--- src/rtl/req_round_robin_scheduler_pkg.sv ---
// Shared types and constants for the request round-robin scheduler.
// Holds the FSM state enum and the default request-line count.
package req_round_robin_scheduler_pkg;

    localparam int DEF_WIDTH     = 16;
    localparam int DEF_OUT_WIDTH = $clog2(DEF_WIDTH);

    typedef enum logic [1:0] {
        IDLE  = 2'd0,
        ARB   = 2'd1,
        OFFER = 2'd2
    } state_t;

endpackage

--- src/rtl/req_round_robin_scheduler_if.sv ---
// Grant handshake bundle between the scheduler and its consumer.
// Ports: grant_idx/grant_valid (master out), grant_ready (slave out).
interface req_round_robin_scheduler_if
    import req_round_robin_scheduler_pkg::*;
#(
    parameter int OUT_WIDTH = DEF_OUT_WIDTH
);

    logic [OUT_WIDTH-1:0] grant_idx;
    logic                 grant_valid;
    logic                 grant_ready;

    modport master (
        output grant_idx,
        output grant_valid,
        input  grant_ready
    );

    modport slave (
        input  grant_idx,
        input  grant_valid,
        output grant_ready
    );

endinterface

--- src/rtl/req_round_robin_scheduler_rr_mask_gen.sv ---
// Thermometer mask from the last granted index (bits >= last_idx blocked).
// Ports: en (mask active), last_idx (last grant), mask (1 = blocked).
module rr_mask_gen
    import req_round_robin_scheduler_pkg::*;
#(
    parameter int WIDTH     = DEF_WIDTH,
    parameter int OUT_WIDTH = $clog2(WIDTH)
) (
    input  logic                 en,
    input  logic [OUT_WIDTH-1:0] last_idx,
    output logic [WIDTH-1:0]     mask
);

    always_comb begin
        mask = '0;
        for (int i = 0; i < WIDTH; i++) begin
            mask[i] = en && (i >= int'(last_idx));
        end
    end

endmodule

--- src/rtl/req_round_robin_scheduler.sv ---
// Round-robin scheduler: latches request pulses, arbitrates via an external
// priority encoder and offers one grant at a time on a valid/ready bundle.
// Ports: clk, rst (sync, active high), req_in, enc_data/enc_mask (to
// encoder), enc_idx/enc_valid (from encoder), gnt (grant master), pending.
// Build option: define RR_MASK_EN for round-robin masking; otherwise the
// highest pending index always wins.
module req_round_robin_scheduler
    import req_round_robin_scheduler_pkg::*;
#(
    parameter int WIDTH     = DEF_WIDTH,
    parameter int OUT_WIDTH = $clog2(WIDTH)
) (
    input  logic                 clk,
    input  logic                 rst,
    input  logic [WIDTH-1:0]     req_in,
    output logic [WIDTH-1:0]     enc_data,
    output logic [WIDTH-1:0]     enc_mask,
    input  logic [OUT_WIDTH-1:0] enc_idx,
    input  logic                 enc_valid,
    req_round_robin_scheduler_if.master gnt,
    output logic [WIDTH-1:0]     pending
);

    state_t               state;
    logic [OUT_WIDTH-1:0] grant_idx;
    logic                 grant_valid;
    logic                 hs;
    logic [WIDTH-1:0]     clr;
    logic [WIDTH-1:0]     pend_nxt;

    assign gnt.grant_idx   = grant_idx;
    assign gnt.grant_valid = grant_valid;

    assign hs       = grant_valid && gnt.grant_ready;
    assign clr      = hs ? ({{(WIDTH-1){1'b0}}, 1'b1} << grant_idx) : '0;
    // A request on the bit being cleared this cycle keeps it pending.
    assign pend_nxt = (pending & ~clr) | req_in;
    assign enc_data = pending;

`ifdef RR_MASK_EN
    logic [OUT_WIDTH-1:0] last_idx;
    logic                 rr_on;

    rr_mask_gen #(
        .WIDTH     (WIDTH),
        .OUT_WIDTH (OUT_WIDTH)
    ) u_mask (
        .en       (rr_on),
        .last_idx (last_idx),
        .mask     (enc_mask)
    );
`else
    assign enc_mask = '0;
`endif

    always_ff @(posedge clk) begin
        if (rst) begin
            pending     <= '0;
            state       <= IDLE;
            grant_valid <= 1'b0;
            grant_idx   <= '0;
`ifdef RR_MASK_EN
            last_idx    <= '0;
            rr_on       <= 1'b0;
`endif
        end else begin
            pending <= pend_nxt;
            unique case (state)
                IDLE: begin
                    // Test the value being loaded so a fresh request
                    // reaches ARB on the very next cycle.
                    if (|pend_nxt) begin
                        state <= ARB;
                    end
                end
                ARB: begin
                    if (enc_valid) begin
                        grant_idx   <= enc_idx;
                        grant_valid <= 1'b1;
                        state       <= OFFER;
`ifdef RR_MASK_EN
                    end else if (|enc_mask) begin
                        // Nothing below last_idx: wrap to the top.
                        rr_on <= 1'b0;
`endif
                    end else begin
                        state <= IDLE;
                    end
                end
                OFFER: begin
                    if (gnt.grant_ready) begin
                        grant_valid <= 1'b0;
`ifdef RR_MASK_EN
                        last_idx    <= grant_idx;
                        rr_on       <= 1'b1;
`endif
                        state <= (|pend_nxt) ? ARB : IDLE;
                    end
                end
                default: begin
                    state <= IDLE;
                end
            endcase
        end
    end

endmodule

--- src/flat_wrapper.sv ---
// flat-port wrapper written by rule: the top's interface ports become plain ports
module req_round_robin_scheduler_flat import req_round_robin_scheduler_pkg::*;
#(
    parameter int WIDTH     = DEF_WIDTH,
    parameter int OUT_WIDTH = $clog2(WIDTH)
)
  (clk, rst, req_in, enc_data, enc_mask, enc_idx, enc_valid, pending, gnt_grant_idx, gnt_grant_valid, gnt_grant_ready);
  req_round_robin_scheduler_if #(.OUT_WIDTH(OUT_WIDTH)) gnt_i ();
  input  logic clk;
  input  logic rst;
  input  logic [WIDTH-1:0] req_in;
  output logic [WIDTH-1:0] enc_data;
  output logic [WIDTH-1:0] enc_mask;
  input  logic [OUT_WIDTH-1:0] enc_idx;
  input  logic enc_valid;
  output logic [WIDTH-1:0] pending;
  output wire logic [$bits(gnt_i.grant_idx)-1:0] gnt_grant_idx;
  output wire logic [$bits(gnt_i.grant_valid)-1:0] gnt_grant_valid;
  input wire logic [$bits(gnt_i.grant_ready)-1:0] gnt_grant_ready;
  assign gnt_grant_idx = gnt_i.grant_idx;
  assign gnt_grant_valid = gnt_i.grant_valid;
  assign gnt_i.grant_ready = gnt_grant_ready;
  req_round_robin_scheduler #(.WIDTH(WIDTH), .OUT_WIDTH(OUT_WIDTH)) u_core (.clk(clk), .rst(rst), .req_in(req_in), .enc_data(enc_data), .enc_mask(enc_mask), .enc_idx(enc_idx), .enc_valid(enc_valid), .gnt(gnt_i), .pending(pending));
endmodule
--- config.mk ---
export PLATFORM = sky130hd
export DESIGN_NAME = req_round_robin_scheduler_flat
export DESIGN_NICKNAME = d
export VERILOG_FILES = /design/src/rtl/req_round_robin_scheduler_pkg.sv /design/src/rtl/req_round_robin_scheduler_if.sv /design/src/rtl/req_round_robin_scheduler_rr_mask_gen.sv /design/src/rtl/req_round_robin_scheduler.sv /design/src/flat_wrapper.sv
export SDC_FILE = /design/constraint.sdc
export NUM_CORES = 1
export LEC_CHECK = 0
export BUFFER_PORTS_ARGS = -buffer_cell sky130_fd_sc_hd__buf_2
export CELL_PAD_IN_SITES_DETAIL_PLACEMENT = 1
export CELL_PAD_IN_SITES_GLOBAL_PLACEMENT = 1
export CORE_MARGIN = 3
export CORE_UTILIZATION = 26
export DETAILED_ROUTE_END_ITERATION = 10
export GPL_TIMING_DRIVEN = 0
export PLACE_DENSITY_LB_ADDON = 0.1
export SLEW_MARGIN = 20
export SYNTH_ARGS = -nofsm -noshare
export SYNTH_HDL_FRONTEND = slang
export SYNTH_SLANG_ARGS = --single-unit
--- constraint.sdc ---
create_clock -name clk -period 1.7 [get_ports clk]
set_clock_uncertainty 0.15 [all_clocks]
set_input_delay 0.51 -clock clk [delete_from_list [all_inputs] [get_ports clk]]
set_output_delay 0.51 -clock clk [all_outputs]
set_load 0.01 [all_outputs]
==> metrics.md <==
| Metric | Value |
|---|---|
| Critical path endpoint | `u_core.state[0]` |
| Post-Syn Area per Cell | `8.85 sq um` |
| Root buffer cell | `clkbuf_8` |
| Final hold violations | `0` |
| Core area | `between 0.004 and 0.005 sq mm` |
| Most frequent cell after synthesis | `buf_4` |
| Layout fillers | `about 560` |
| Setup_tns | `-118 ps` |
| Sequential area share after synthesis | `about two fifths` |
| Final WS setup | `-118 ps` |
| GR Util All Layers | `13.6%` |
| Die Wd | `~74 microns` |
| I/O pins | `77` |
| Crit. End Element | `flop` |
| Failing checks | `negative setup slack` |
| Die Height | `74.0 microns` |
| Reg2Reg Depth | `6` |
| First-pass GRT wire length | `approximately 5700 microns` |
| Final min period | `1820 ps` |
| Aggregate global routing overflow | `0` |
| Routed vias | `roughly 1,200` |
| Unrepaired setup endpoints after global routing | `yes` |
| Mux cell area share after synthesis | `3.33%` |
| Leakage | `approximately 0.9 nW` |
| Synthesis-to-finish area growth | `50.5%` |
| Antenna-violating nets left | `0` |
| Max cap viols | `0` |
| Switch share | `roughly 30%` |
| CTS Buf Count | `3` |
| Final slew viol count | `0` |
| Largest family of logic cells by synthesized area | `buffers and inverters` |
| Critical Path RT | `1710 ps` |
| Worst-Margin Slew | `540 ps` |
| Share of cells above drive strength 1 | `57.2%` |
| Outcome | `complete, but fails checks` |
| Sequential power share | `47.7%` |
| H-tree depth | `1` |
| Post-synthesis register bit count | `23` |
| Compound-Gate Fraction of Synth Area | `17.7%` |
| Hold WS | `309 ps` |
| TritonCTS clock tree | `built` |
| Clock-pin slew on the worst setup and hold paths | `~90 ps` |
| DRC viols | `0` |
| # hold bufs at CTS | `0` |
| I/O Buffers | `60` |
| Adder-Cell Fraction of Synth Area | `0%` |
| Final HPWL from detailed placement | `2910 microns` |
| Critical R2R Launch | `u_core.gnt.grant_idx[3]` |
| CP startpoint | `u_core.gnt.grant_idx[3]` |
| Number of synthesized flops with an enable pin | `0` |
| Sw power | `~0.39 mW` |
| Combinational group share of total power | `24.6%` |
| First-pass detailed-route iteration total | `2` |
| FFs w/ async S/R, synth | `0%` |
| XOR/XNOR Fraction of Synth Area | `0%` |
| FP Rows | `24` |
| Fin area | `0.00181 sq mm` |
| Utilization after layout | `41.0%` |
| Largest net degree at the start of global routing | `14` |
| Distinct cells, synth | `26` |
| CP max FO | `6` |
| Sink Count | `23` |
| Worst EP arrival | `around 1800 ps` |
| Slew headroom | `64.0%` |
| R2R Setup Slk | `-120 ps` |
| Avg WL per Cell | `13.7 microns` |
| Syn Std Cell Area | `0.00120 sq mm` |
| P_int | `0.907 mW` |
| Die ar. | `0.00548 sq mm` |
| Synth top area share | `38.3%` |
| Initial antenna violation count | `0` |
| Nets | `approximately 250` |
| WL final | `approximately 3800 microns` |
| Area of the multi-input gates | `619 sq um` |
| Post-synth top cells | `32 x buf_4, 23 x dfxtp_1, 19 x nor2_1` |
| Category of the critical setup timing path | `reg -> reg` |
| Synth Instances | `136` |
| Clock share of power | `27.7%` |
| Type of the most critical hold path | `in -> reg` |
| Post-DP Area | `0.00164 sq mm` |
| Vias in the first global route | `1,212` |
| Max Fclk | `roughly 0.55 GHz` |
| Pwr dens | `between 700 and 800 mW/mm^2` |
| Yosys warns | `0` |
| GP Congestion | `approximately 0.75` |
| Reg area | `477 sq um` |
| Pre-CTS setup slack | `-439 ps` |
| Peak supply drop | `0.224 mV` |
| Initial Util | `27.3%` |
| Main synth FF type | `dfxtp_1` |
| Top post-synthesis cells by area | `dfxtp_1 38%, buf_4 20%, a21oi_1 6.2%` |
| Cell taking the most area after synthesis | `dfxtp_1` |
| Clk_lat worst skew | `roughly 270 ps` |
| Clock Tree Buf Depth | `2` |
| Routed vias/inst | `4.40` |
| Initial drt markers | `14` |
| Synth Area in Simple Gates | `slightly below 20%` |
| Worst setup SP type | `flop` |
| Fin crit share | `107%` |
| Final setup violation count | `1` |
| Antenna cells | `0` |
| Worst R2R End | `u_core.state[0]` |
==> cells in the final DEF, fill, tap and decap left out, types with 2 or more instances in the layout <==
master	instances
dfxtp_1	18
nand3_1	2
buf_2	60
a21boi_2	2
clkbuf_1	2
a21oi_1	15
conb_1	16
mux2i_1	4
dfxtp_4	4
and4b_2	2
nand2b_1	2
and2b_2	2
buf_4	39
nor2_1	18
nand2_1	8
a2111oi_4	3
o21ba_2	4
nand4_1	3
clkbuf_8	3
==> cells by family (layout without fill, tap and decap cells) <==
logic type	count (synthesis)	after routing
flip-flops	23	23
AND/OR/NAND/NOR	45	45
AO/OA/AOI/OAI	28	28
buffers and inverters	35	106
multiplexers	4	4
other	1	16
==> worst min-delay path by stage <==
stage / start / endpoint / cells after the start
2_1_floorplan: u_core.state[1] / u_core.gnt.grant_valid / 3
3_3_place_gp: u_core.enc_data[4] / u_core.enc_data[4] / 2
3_5_place_dp: u_core.enc_data[14] / u_core.enc_data[14] / 2
4_1_cts: req_in[14] / u_core.enc_data[14] / 3
5_1_grt: req_in[14] / u_core.enc_data[14] / 3
6_report: req_in[14] / u_core.enc_data[14] / 3
==> through the flow <==
stage,instances,total power [mW]
after floorplan,151,0.809
after global placement,263,0.920
after detailed placement,263,0.930
after CTS,272,1.30
after global routing,274,1.37
final,274,1.30
==> worst max-delay path, cell delays in order, from the launching register on <==
cell,delay [ps]
dfxtp_4,370
and4bb_4,370
buf_4,130
nand2_1,60
a21oi_1,180
nand4_1,140
o31a_1,310
==> state kept, by name, indices dropped and copies added, names as in the netlist <==
signal,count
u_core.state,2
u_core.enc_data,16
u_core.gnt.grant_valid,1
u_core.gnt.grant_idx,4
==> routing by layer <==
layer	vias up	track usage (%)	share of wire, %
li1	596	-	-
met2	39	23.8	51
met3	5	2.30	5.4
met1	565	16.6	43
met4	0	5.03	1.0
met5	-	0	0
==> cell type report <==
type / count / area share (%)
plain buffers: 34 / 13.7
clock buffers: 3 / 2.28
clock inverters: 1 / 0.276
inverters: 1 / 0.207
multi-input cells: 93 / 34.2
flip-flops and latches: 23 / 26.3
well taps: 52 / 3.59
repair buffers: 67 / 19.5
==> power groups by stage <==
stage	clock (mW)	combinational, mW	sequential, mW
floorplan	0	0.172	0.637
global placement	0	0.295	0.624
detailed placement	0	0.301	0.628
CTS	0.370	0.313	0.617
global route	0.393	0.350	0.626
finish	0.359	0.319	0.618
==> timing repair <==
| item | 4_1_cts | 5_1_grt |
|---|---|---|
| setup buffers | 5 | 2 |
| pin swaps | 6 | 2 |
| gates resized for setup | 13 | 6 |
| endpoints found under the setup margin | 1 | 1 |
| hold endpoints to repair | 0 | 0 |
Power figures use the tool's default switching activity.
